[config.mk]
export PLATFORM = sky130hd
export DESIGN_NAME = sdram_wr_scheduler_flat
export DESIGN_NICKNAME = d
export VERILOG_FILES = /design/src/rtl/sdram_wr_scheduler_if.sv /design/src/rtl/sdram_wr_scheduler.sv /design/src/flat_wrapper.sv
export SDC_FILE = /design/constraint.sdc
export NUM_CORES = 1
export LEC_CHECK = 0
export ABC_AREA = 1
export CORE_ASPECT_RATIO = 1.1
export CORE_MARGIN = 4
export CORE_UTILIZATION = 52
export DETAILED_ROUTE_END_ITERATION = 12
export GPL_ROUTABILITY_DRIVEN = 0
export PLACE_DENSITY = 0.81
export SKIP_LAST_GASP = 1
export SYNTH_ARGS = -nofsm -noshare
export SYNTH_HDL_FRONTEND = slang
export SYNTH_SLANG_ARGS = --single-unit
[constraint.sdc]
create_clock -name CLK48M -period 2.2 [get_ports CLK48M]
set_input_delay 0.55 -clock CLK48M [delete_from_list [all_inputs] [get_ports CLK48M]]
set_output_delay 0.55 -clock CLK48M [all_outputs]
set_load 0.05 [all_outputs]
[src/rtl/sdram_wr_scheduler_if.sv]
// rtl/sdram_wr_scheduler_if.sv - burst/refresh handshake and FIFO read strobe between scheduler and SDRAM controller
interface sdram_wr_scheduler_if #(
  parameter int ADDR_W = 24
);
  logic              ctrl_idle;
  logic              burst_req;
  logic [ADDR_W-1:0] burst_addr;
  logic              burst_ack;
  logic              fifo_rdreq;
  logic              refresh_req;
  logic              refresh_ack;

  modport master (
    output burst_req, burst_addr, fifo_rdreq, refresh_req,
    input  ctrl_idle, burst_ack, refresh_ack
  );

  modport slave (
    input  burst_req, burst_addr, fifo_rdreq, refresh_req,
    output ctrl_idle, burst_ack, refresh_ack
  );
endinterface

[src/rtl/sdram_wr_scheduler.sv]
// rtl/sdram_wr_scheduler.sv - gates the stream generator, issues SDRAM write bursts and schedules refresh
// Define SDRAM_SCHED_WRAP_EN to let the write pointer wrap; otherwise the region stops at the top (mem_full).
module sdram_wr_scheduler #(
  parameter int BURST_LEN      = 256,
  parameter int ADDR_W         = 24,
  parameter int REFRESH_PERIOD = 374,
  parameter int FIFO_HI        = 768
) (
  input  logic                 CLK48M,
  input  logic                 RESET,
  input  logic                 start_async_i,
  input  logic [9:0]           usedw_i,
  input  logic                 fifo_full_i,
  sdram_wr_scheduler_if.master ctrl,
  output logic                 gen_enable_o,
  output logic                 mem_full_o,
  output logic                 overflow_o,
  output logic [15:0]          bursts_done_o
);

  localparam int                BEAT_W      = $clog2(BURST_LEN);
  localparam int                REF_W       = $clog2(REFRESH_PERIOD);
  localparam logic [BEAT_W-1:0] BEAT_LAST   = BEAT_W'(BURST_LEN - 1);
  localparam logic [REF_W-1:0]  REF_LAST    = REF_W'(REFRESH_PERIOD - 1);
  localparam logic [9:0]        BURST_THR   = 10'(BURST_LEN);
  localparam logic [9:0]        FIFO_HI_THR = 10'(FIFO_HI);
  localparam logic [ADDR_W-1:0] ADDR_STEP   = ADDR_W'(BURST_LEN);

  typedef enum logic [2:0] {
    S_IDLE,
    S_ARM,
    S_REQ,
    S_BURST,
    S_REFRESH
  } state_t;

  state_t            state_q, state_d;
  logic              start_meta_q;
  logic              run_q;
  logic [BEAT_W-1:0] beat_q, beat_d;
  logic [REF_W-1:0]  ref_cnt_q, ref_cnt_d;
  logic              ref_pend_q, ref_pend_d;
  logic [ADDR_W-1:0] addr_q, addr_d;
  logic [15:0]       done_q, done_d;
  logic              mem_full_q, mem_full_d;
  logic              overflow_q, overflow_d;
  logic              gen_en_q, gen_en_d;

  logic              ref_expire;
  logic              burst_end;
  logic [ADDR_W-1:0] addr_next;

  // State register plus datapath registers; async reset drops all requests at once.
  always_ff @(posedge CLK48M or negedge RESET) begin
    if (!RESET) begin
      state_q      <= S_IDLE;
      start_meta_q <= 1'b0;
      run_q        <= 1'b0;
      beat_q       <= '0;
      ref_cnt_q    <= '0;
      ref_pend_q   <= 1'b0;
      addr_q       <= '0;
      done_q       <= '0;
      mem_full_q   <= 1'b0;
      overflow_q   <= 1'b0;
      gen_en_q     <= 1'b0;
    end else begin
      state_q      <= state_d;
      start_meta_q <= start_async_i;
      run_q        <= start_meta_q;
      beat_q       <= beat_d;
      ref_cnt_q    <= ref_cnt_d;
      ref_pend_q   <= ref_pend_d;
      addr_q       <= addr_d;
      done_q       <= done_d;
      mem_full_q   <= mem_full_d;
      overflow_q   <= overflow_d;
      gen_en_q     <= gen_en_d;
    end
  end

  // Next-state logic: a pending refresh wins over a new burst, never over one in flight.
  always_comb begin
    state_d = state_q;
    case (state_q)
      S_IDLE: begin
        if (run_q) state_d = S_ARM;
      end
      S_ARM: begin
        if (!run_q) begin
          state_d = S_IDLE;
        end else if (ref_pend_q && ctrl.ctrl_idle) begin
          state_d = S_REFRESH;
        end else if ((usedw_i >= BURST_THR) && ctrl.ctrl_idle && !mem_full_q) begin
          state_d = S_REQ;
        end
      end
      S_REQ: begin
        if (ctrl.burst_ack) state_d = S_BURST;
      end
      S_BURST: begin
        if (beat_q == BEAT_LAST) state_d = S_ARM;
      end
      S_REFRESH: begin
        if (ctrl.refresh_ack) state_d = S_ARM;
      end
      default: state_d = S_IDLE;
    endcase
  end

  assign ref_expire = (ref_cnt_q == REF_LAST);
  assign ref_cnt_d  = ref_expire ? '0 : ref_cnt_q + 1'b1;
  assign ref_pend_d = ref_expire | (ref_pend_q & ~((state_q == S_REFRESH) & ctrl.refresh_ack));

  assign burst_end  = (state_q == S_BURST) && (beat_q == BEAT_LAST);
  assign addr_next  = addr_q + ADDR_STEP;

  always_comb begin
    beat_d     = (state_q == S_BURST) ? beat_q + 1'b1 : '0;
    addr_d     = addr_q;
    done_d     = done_q;
    mem_full_d = mem_full_q;
    if (burst_end) begin
      done_d = done_q + 16'd1;
`ifdef SDRAM_SCHED_WRAP_EN
      addr_d = addr_next;
`else
      // Stop at the top of the region instead of overwriting address 0.
      if (addr_next == '0) begin
        mem_full_d = 1'b1;
      end else begin
        addr_d = addr_next;
      end
`endif
    end
  end

  assign gen_en_d   = run_q & (state_q != S_IDLE) & (usedw_i < FIFO_HI_THR) & ~mem_full_q;
  assign overflow_d = overflow_q | (fifo_full_i & run_q);

  // Output logic: handshake strobes decode directly from the state register.
  always_comb begin
    ctrl.burst_req   = 1'b0;
    ctrl.fifo_rdreq  = 1'b0;
    ctrl.refresh_req = 1'b0;
    case (state_q)
      S_REQ:     ctrl.burst_req   = 1'b1;
      S_BURST:   ctrl.fifo_rdreq  = 1'b1;
      S_REFRESH: ctrl.refresh_req = 1'b1;
      default: ;
    endcase
  end

  assign ctrl.burst_addr   = addr_q;
  assign gen_enable_o      = gen_en_q;
  assign mem_full_o        = mem_full_q;
  assign overflow_o        = overflow_q;
  assign bursts_done_o     = done_q;

endmodule

[src/flat_wrapper.sv]
// flat-port wrapper written by rule: the top's interface ports become plain ports
module sdram_wr_scheduler_flat 
#(
  parameter int BURST_LEN      = 256,
  parameter int ADDR_W         = 24,
  parameter int REFRESH_PERIOD = 374,
  parameter int FIFO_HI        = 768
)
  (CLK48M, RESET, start_async_i, usedw_i, fifo_full_i, gen_enable_o, mem_full_o, overflow_o, bursts_done_o, ctrl_burst_req, ctrl_burst_addr, ctrl_fifo_rdreq, ctrl_refresh_req, ctrl_ctrl_idle, ctrl_burst_ack, ctrl_refresh_ack);
  sdram_wr_scheduler_if #(.ADDR_W(ADDR_W)) ctrl_i ();
  input  logic CLK48M;
  input  logic RESET;
  input  logic start_async_i;
  input  logic [9:0] usedw_i;
  input  logic fifo_full_i;
  output logic gen_enable_o;
  output logic mem_full_o;
  output logic overflow_o;
  output logic [15:0] bursts_done_o;
  output wire logic [$bits(ctrl_i.burst_req)-1:0] ctrl_burst_req;
  output wire logic [$bits(ctrl_i.burst_addr)-1:0] ctrl_burst_addr;
  output wire logic [$bits(ctrl_i.fifo_rdreq)-1:0] ctrl_fifo_rdreq;
  output wire logic [$bits(ctrl_i.refresh_req)-1:0] ctrl_refresh_req;
  input wire logic [$bits(ctrl_i.ctrl_idle)-1:0] ctrl_ctrl_idle;
  input wire logic [$bits(ctrl_i.burst_ack)-1:0] ctrl_burst_ack;
  input wire logic [$bits(ctrl_i.refresh_ack)-1:0] ctrl_refresh_ack;
  assign ctrl_burst_req = ctrl_i.burst_req;
  assign ctrl_burst_addr = ctrl_i.burst_addr;
  assign ctrl_fifo_rdreq = ctrl_i.fifo_rdreq;
  assign ctrl_refresh_req = ctrl_i.refresh_req;
  assign ctrl_i.ctrl_idle = ctrl_ctrl_idle;
  assign ctrl_i.burst_ack = ctrl_burst_ack;
  assign ctrl_i.refresh_ack = ctrl_refresh_ack;
  sdram_wr_scheduler #(.BURST_LEN(BURST_LEN), .ADDR_W(ADDR_W), .REFRESH_PERIOD(REFRESH_PERIOD), .FIFO_HI(FIFO_HI)) u_core (.CLK48M(CLK48M), .RESET(RESET), .start_async_i(start_async_i), .usedw_i(usedw_i), .fifo_full_i(fifo_full_i), .ctrl(ctrl_i), .gen_enable_o(gen_enable_o), .mem_full_o(mem_full_o), .overflow_o(overflow_o), .bursts_done_o(bursts_done_o));
endmodule
==> results of run 1 <==
## worst register-to-register path: stages, from the launching register on
cell and delay (ns):
dfrtp_2 0.36, ha_1 0.25, nand2_1 0.12, nor2_4 0.15
nand2_1 0.07, nand2_1 0.05, nand2_1 0.07, nor2_1 0.12
nand2_1 0.08, nor2_2 0.16, nand3_4 0.19, buf_12 0.20
nand3_1 0.06, nand2_1 0.06
## cells by family (layout without fill, tap and decap cells)
family                   count (synthesis)  count (layout)  synth area share
AO/OA/AOI/OAI                           37              37           0.06306
XOR/XNOR                                17              17           0.04779
adder cells (fa/ha/maj)                  6               6           0.02410
buffers and inverters                   59             116           0.08674
flip-flops                              58              58            0.4659
other                                    1               8          0.001204
AND/OR/NAND/NOR                        212             212            0.3112
## stage by stage
step	hold WS [ns]	total power, W	instances
floorplan	0.2544	0.001369	397
global placement	0.3327	0.001474	513
detailed placement	0.3358	0.001483	513
CTS	0.2225	0.002581	528
global route	0.2334	0.002665	531
finish	0.2145	0.002556	531
## sequential cells by signal, indices dropped and copies added (netlist names)
| register | count |
|---|---|
| u_core.bursts_done_o | 16 |
| u_core.ctrl.burst_addr | 16 |
| u_core.ref_cnt_q | 9 |
| u_core.beat_q | 8 |
| u_core.state_q | 3 |
| u_core.gen_enable_o | 1 |
| u_core.mem_full_o | 1 |
| u_core.overflow_o | 1 |
| u_core.ref_pend_q | 1 |
| u_core.run_q | 1 |
| u_core.start_meta_q | 1 |
## layer usage
metal / share of wire / routed length (um) / global-route usage
met1: 0.42 / 2815 / 0.2645
met2: 0.50 / 3339 / 0.3453
met3: 0.056 / 374 / 0.03427
met4: 0.020 / 131 / 0.09819
met5: 0 / 0 / 0
## layout make-up
| cell class | instances | share of cell area |
|---|---|---|
| flip-flops and latches | 58 | 0.3661 |
| clock buffers | 13 | 0.03997 |
| inverters | 45 | 0.04312 |
| well taps | 77 | 0.02424 |
| multi-input cells | 280 | 0.3645 |
| clock inverters | 2 | 0.01511 |
| repair buffers | 56 | 0.1470 |
## cells in the final DEF (no fill, tap or decap), types with 4 or more instances in the layout
cell / count
a21oi_1: 14
buf_12: 4
buf_4: 10
clkbuf_8: 11
clkdlybuf4s50_1: 31
conb_1: 8
dfrtp_1: 55
dlymetal6s2s_1: 7
ha_1: 6
inv_1: 44
nand2_1: 104
nand3_1: 32
nand4_1: 10
nor2_1: 36
nor2_2: 5
nor3_1: 6
o21ai_0: 17
xnor2_1: 9
xor2_1: 8
## path summary, 6_finish.rpt
| check | from | endpoint | slack [ns] | cells past startpoint |
|---|---|---|---|---|
| setup / recovery | u_core.ctrl.burst_addr[21] | ctrl_burst_addr[21] | 0.04 | 1 |
| hold / removal | RESET | u_core.overflow_o | 0.21 | 2 |
| setup reg to reg | u_core.ctrl.burst_addr[8] | u_core.ctrl.burst_addr[21] | 0.15 | 13 |
| hold reg to reg | u_core.start_meta_q | u_core.run_q | 0.35 | 0 |
| max in group asynchronous | RESET | u_core.ctrl.burst_addr[10] | 1.71 | 2 |
| min in group CLK48M | u_core.start_meta_q | u_core.run_q | 0.35 | 0 |
## what timing repair did
action	CTS	global route
endpoints found under the setup margin	3	28
resized for setup	3	16
setup buffers	0	3
pin swaps	0	1
## power breakdown
| group | internal, W | leakage (nW) | switching [W] |
|---|---|---|---|
| Clock | 0.000695 | 0.110 | 0.000399 |
| Sequential | 0.00111 | 0.776 | 0.0000275 |
| Combinational | 0.000111 | 1.10 | 0.000217 |
| Total | 0.00191 | 1.98 | 0.000644 |
==> summary.md, run 1 <==
| Metric | Value |
|---|---|
| Status | `finished, final reports clean` |
| Max cap viols | `0` |
| Top cells by count, synth | `104 x nand2_1, 58 x dfrtp_1, 45 x inv_1` |
| Worst-path clk slew | `0.06 ns` |
| FP Rows | `29` |
| Clock Latency Late Sink | `0.33 ns` |
| Flops & latches, synth | `58` |
| Slowest CP cell | `clkdlybuf4s50_1` |
| Post-CTS Hold Buffers | `0` |
| Delay-heaviest family, CP | `buffers and inverters` |
| Initial antenna violation count | `0` |
| Syn avg cell area | `7.988 um2` |
| Max frequency | `463.4 MHz` |
| Iteration-0 DRC Markers | `166` |
| Startpoint class of the critical path | `register` |
| Post-synth cell types | `34` |
| Leak pwr | `1.981 nW` |
| Multi-input gate area | `1449 um2` |
| Register area | `1455 um2` |
| Root buf cell | `clkbuf_8` |
| Fin area | `3975 um2` |
| Antenna Nets Post-Route | `0` |
| Via count | `2,743` |
| First-pass GRT wire length | `11.74 mm` |
| Initial Util | `0.5366` |
| FFs w/ async S/R, synth | `1.000` |
| Top-area cell type share of the netlist area | `0.4659` |
| CP arrival | `1.61 ns` |
| Mapped Area | `3115 um2` |
| Fin util | `0.6847` |
| Setup WS pre-CTS | `0.05568 ns` |
| Type of the worst min-delay path | `in -> async` |
| CTS max path bufs | `2` |
| Worst-path maximum fanout | `6` |
| Fin crit share | `0.9810` |
| Most used DFF post-synth | `dfrtp_1` |
| Final slew viol count | `0` |
| Setup violators final | `0` |
| Worst slew pin tran | `0.5125 ns` |
| Inserted Clock Buffers | `9` |
| Die width | `81.80 um` |
| Area grow syn2layout | `27.59%` |
| Crit path capture type | `primary output` |
| PwrDens | `643.0 nW/um2` |
| Synthesized netlist cell count | `390` |
| # nets final | `473` |
| Total Neg Setup Slack | `0 ns` |
| VDD IR max | `0.0003939 V` |
| Largest net degree at the start of global routing | `59` |
| Grt total ovfl | `0` |
| Die Y-Extent | `89.18 um` |
| CP Class | `reg -> out` |
| Crit-path max cell delay | `0.84 ns` |
| I/O Pins | `63` |
| Clock sinks | `58` |
| IO Port Bufs | `46` |
| Sequential share of the synthesized area | `0.4659` |
| Per-cell routed wire length | `12.54 um` |
| Worst slew margin | `0.6572` |
| Post-synth top area cell | `dfrtp_1` |
| Required @ worst endpoint | `1.65 ns` |
| Most frequent cell after synthesis | `nand2_1` |
| Post-synth EDFFs | `0` |
| Synth top area cells | `dfrtp_1 47%, nand2_1 13%, nand3_1 5.5%, inv_1 5.4%, nor2_1 4.6%` |
| Share of cells above drive strength 1 | `0.1101` |
| Max H-tree Level | `3` |
| DR pass1 iterations | `4` |
| ANT cells | `0` |
| Avg Vias per Cell | `5.166` |
| Endpoints failing hold | `0` |
| Core area | `5806 um2` |
| Fillers | `466` |
| Fin crit period | `2.158 ns` |
| DP Wirelength | `4.547 mm` |
| Vias in the first global route | `2,697` |
| Final WL | `6.661 mm` |
| Setup Skew | `0.008003 ns` |
| Crit-path cells | `clkdlybuf4s50_1` |
| Die area | `7295 um2` |
| Number of remaining DRC errors | `0` |
| CTS tree | `done` |
| Synthesis warning total | `0` |
| Worst Setup Slack, final | `0.04184 ns` |
| Post-DP Area | `3675 um2` |
| Worst Path Buf+Inv | `1` |
| GRT Overall Usage | `0.2079` |
No activity file was read; power rests on OpenSTA's default activity.
==> run 2, diff against run 1 <==
- CTS_BUF_LIST: unset -> sky130_fd_sc_hd__clkbuf_4 sky130_fd_sc_hd__clkbuf_8 sky130_fd_sc_hd__clkbuf_16
- GPL_ROUTABILITY_DRIVEN: 0 -> unset
==> summary.md, run 2 (synthesis gave the netlist of run 1 again) <==
| Metric | Value |
|---|---|
| Status | `finished, final reports clean (unchanged)` |
| Per-cell routed wire length | `12.58 um (was 12.54 um)` |
| Crit-path max cell delay | `0.84 ns (about the same)` |
| Area grow syn2layout | `27.75% (was 27.59%)` |
| ANT cells | `0 (unchanged)` |
| Finished Layout Cells | `531 (unchanged)` |
| Largest net degree at the start of global routing | `59 (unchanged)` |
| # nets final | `473 (unchanged)` |
| Setup violators final | `0 (unchanged)` |
| Clock sinks | `58 (unchanged)` |
| GRT Overall Usage | `0.2079 (unchanged)` |
| Reg2Reg Launch Point | `u_core.ctrl.burst_addr[8] (unchanged)` |
| Die Y-Extent | `89.18 um (unchanged)` |
| Grt total ovfl | `0 (unchanged)` |
| Fillers | `468 (was 466)` |
| Crit path capture type | `primary output (unchanged)` |
| Total power | `0.002583 W (was 0.002556 W)` |
| Root buf cell | `clkbuf_8 (unchanged)` |
| Max cap viols | `0 (unchanged)` |
| I/O Pins | `63 (unchanged)` |
| CP arrival | `1.62 ns (was 1.61 ns)` |
| Die width | `81.80 um (unchanged)` |
| Worst Path Buf+Inv | `1 (unchanged)` |
| Vias in the first global route | `2,689 (was 2,697)` |
| Setup WS pre-CTS | `0.05568 ns (unchanged)` |
| PwrDens | `649.0 nW/um2 (was 643.0 nW/um2)` |
| Avg Vias per Cell | `5.158 (was 5.166)` |
| Crit-path cells | `clkdlybuf4s50_1 (unchanged)` |
| Placed insts | `513 (unchanged)` |
| Max frequency | `461.0 MHz (was 463.4 MHz)` |
| Leak pwr | `2.006 nW (was 1.981 nW)` |
| Hold slack | `0.2207 ns (was 0.2145 ns)` |
| Delay-heaviest family, CP | `buffers and inverters (unchanged)` |
| CP Class | `reg -> out (unchanged)` |
| First-pass GRT wire length | `11.72 mm (was 11.74 mm)` |
| Required @ worst endpoint | `1.65 ns (about the same)` |
| Final WL | `6.682 mm (was 6.661 mm)` |
| Clock Latency Late Sink | `0.33 ns (about the same)` |
| VDD IR max | `0.0004431 V (was 0.0003939 V)` |
| CTS max path bufs | `2 (unchanged)` |
| Fin area | `3980 um2 (was 3975 um2)` |
| Share of cells above drive strength 1 | `0.1123 (was 0.1101)` |
| Most frequent cells in the layout | `104 x nand2_1, 55 x dfrtp_1, 44 x inv_1 (unchanged)` |
| Inserted Clock Buffers | `9 (unchanged)` |
| Fin crit share | `0.9861 (was 0.9810)` |
| Worst slew margin | `0.6573 (was 0.6572)` |
| Final slew viol count | `0 (unchanged)` |
| Register area | `1455 um2 (unchanged)` |
| Die area | `7295 um2 (unchanged)` |
| DR pass1 iterations | `4 (unchanged)` |
| RD Place Congestion | `0.8832` |
| Worst slew pin tran | `0.5125 ns (about the same)` |
| Max H-tree Level | `3 (unchanged)` |
| Reg2reg setup slack | `0.16 ns (was 0.15 ns)` |
| Multi-input gate area | `1444 um2 (was 1449 um2)` |
| Setup Skew | `0.008681 ns (was 0.008003 ns)` |
| FP Rows | `29 (unchanged)` |
| Fin crit period | `2.169 ns (was 2.158 ns)` |
| Worst-path clk slew | `0.06 ns (about the same)` |
| Endpoints failing hold | `0 (unchanged)` |
| Type of the worst min-delay path | `in -> async (unchanged)` |
| Initial antenna violation count | `0 (unchanged)` |
| Slowest CP cell | `clkdlybuf4s50_1 (unchanged)` |
| Iteration-0 DRC Markers | `171 (was 166)` |
| Most common cell after layout, fill and taps aside | `nand2_1 (unchanged)` |
| Worst Setup Slack, final | `0.03058 ns (was 0.04184 ns)` |
| Number of remaining DRC errors | `0 (unchanged)` |
| DP Wirelength | `4.547 mm (unchanged)` |
| IO Port Bufs | `46 (unchanged)` |
| Antenna Nets Post-Route | `0 (unchanged)` |
| CTS tree | `done (unchanged)` |
| Post-DP Area | `3675 um2 (unchanged)` |
| Worst setup path start | `u_core.ctrl.burst_addr[21] (unchanged)` |
| Core area | `5806 um2 (unchanged)` |
| Via count | `2,739 (was 2,743)` |
| Initial Util | `0.5366 (unchanged)` |
| Startpoint class of the critical path | `register (unchanged)` |
| Worst-path maximum fanout | `6 (unchanged)` |
run 2: final timing paths:
path	endpoint	cells after the start
setup reg to reg	u_core.ctrl.burst_addr[21]	11
hold / removal	u_core.overflow_o	2
max in group asynchronous	u_core.ctrl.burst_addr[8]	2
min in group CLK48M	u_core.run_q	0
setup / recovery	ctrl_burst_addr[21]	1
hold reg to reg	u_core.run_q	0
run 2: layout make-up:
type                    instances  share of cell area
clock buffers                  13             0.04181
multi-input cells             280              0.3628
clock inverters                 2             0.01509
well taps                      77             0.02421
flip-flops and latches         58              0.3656
inverters                      45             0.04307
repair buffers                 56              0.1474
run 2: power by group:
group / leakage [nW] / total (W) / internal, W / switching (W)
clock: 0.117 / 0.00112 / 0.000719 / 0.000401
combinational: 1.11 / 0.000329 / 0.000111 / 0.000218
sequential: 0.776 / 0.00113 / 0.00111 / 0.0000276
run 2: metrics by stage:
stage / util / setup TNS [ns]
4_1_cts: 0.6713 / 0
2_1_floorplan: - / 0
3_3_place_gp: 0.6330 / 0
6_report: 0.6856 / 0
3_5_place_dp: 0.6330 / 0
5_1_grt: 0.6856 / -0.07160
run 2: repair_timing:
item                       4_1_cts  5_1_grt
buffers inserted                 0        3
resized for setup                3       16
pin swaps                        0        1
hold buffers                     0        0
setup endpoints to repair        3       29
run 2: layer usage:
layer | global-route usage | vias up | routed length (um)
met3 | 0.03730 | 14 | 300
met4 | 0.09819 | 0 | 128
met5 | 0 | - | 0
met1 | 0.2651 | 1298 | 2848
li1 | - | 1356 | -
met2 | 0.3424 | 71 | 3406
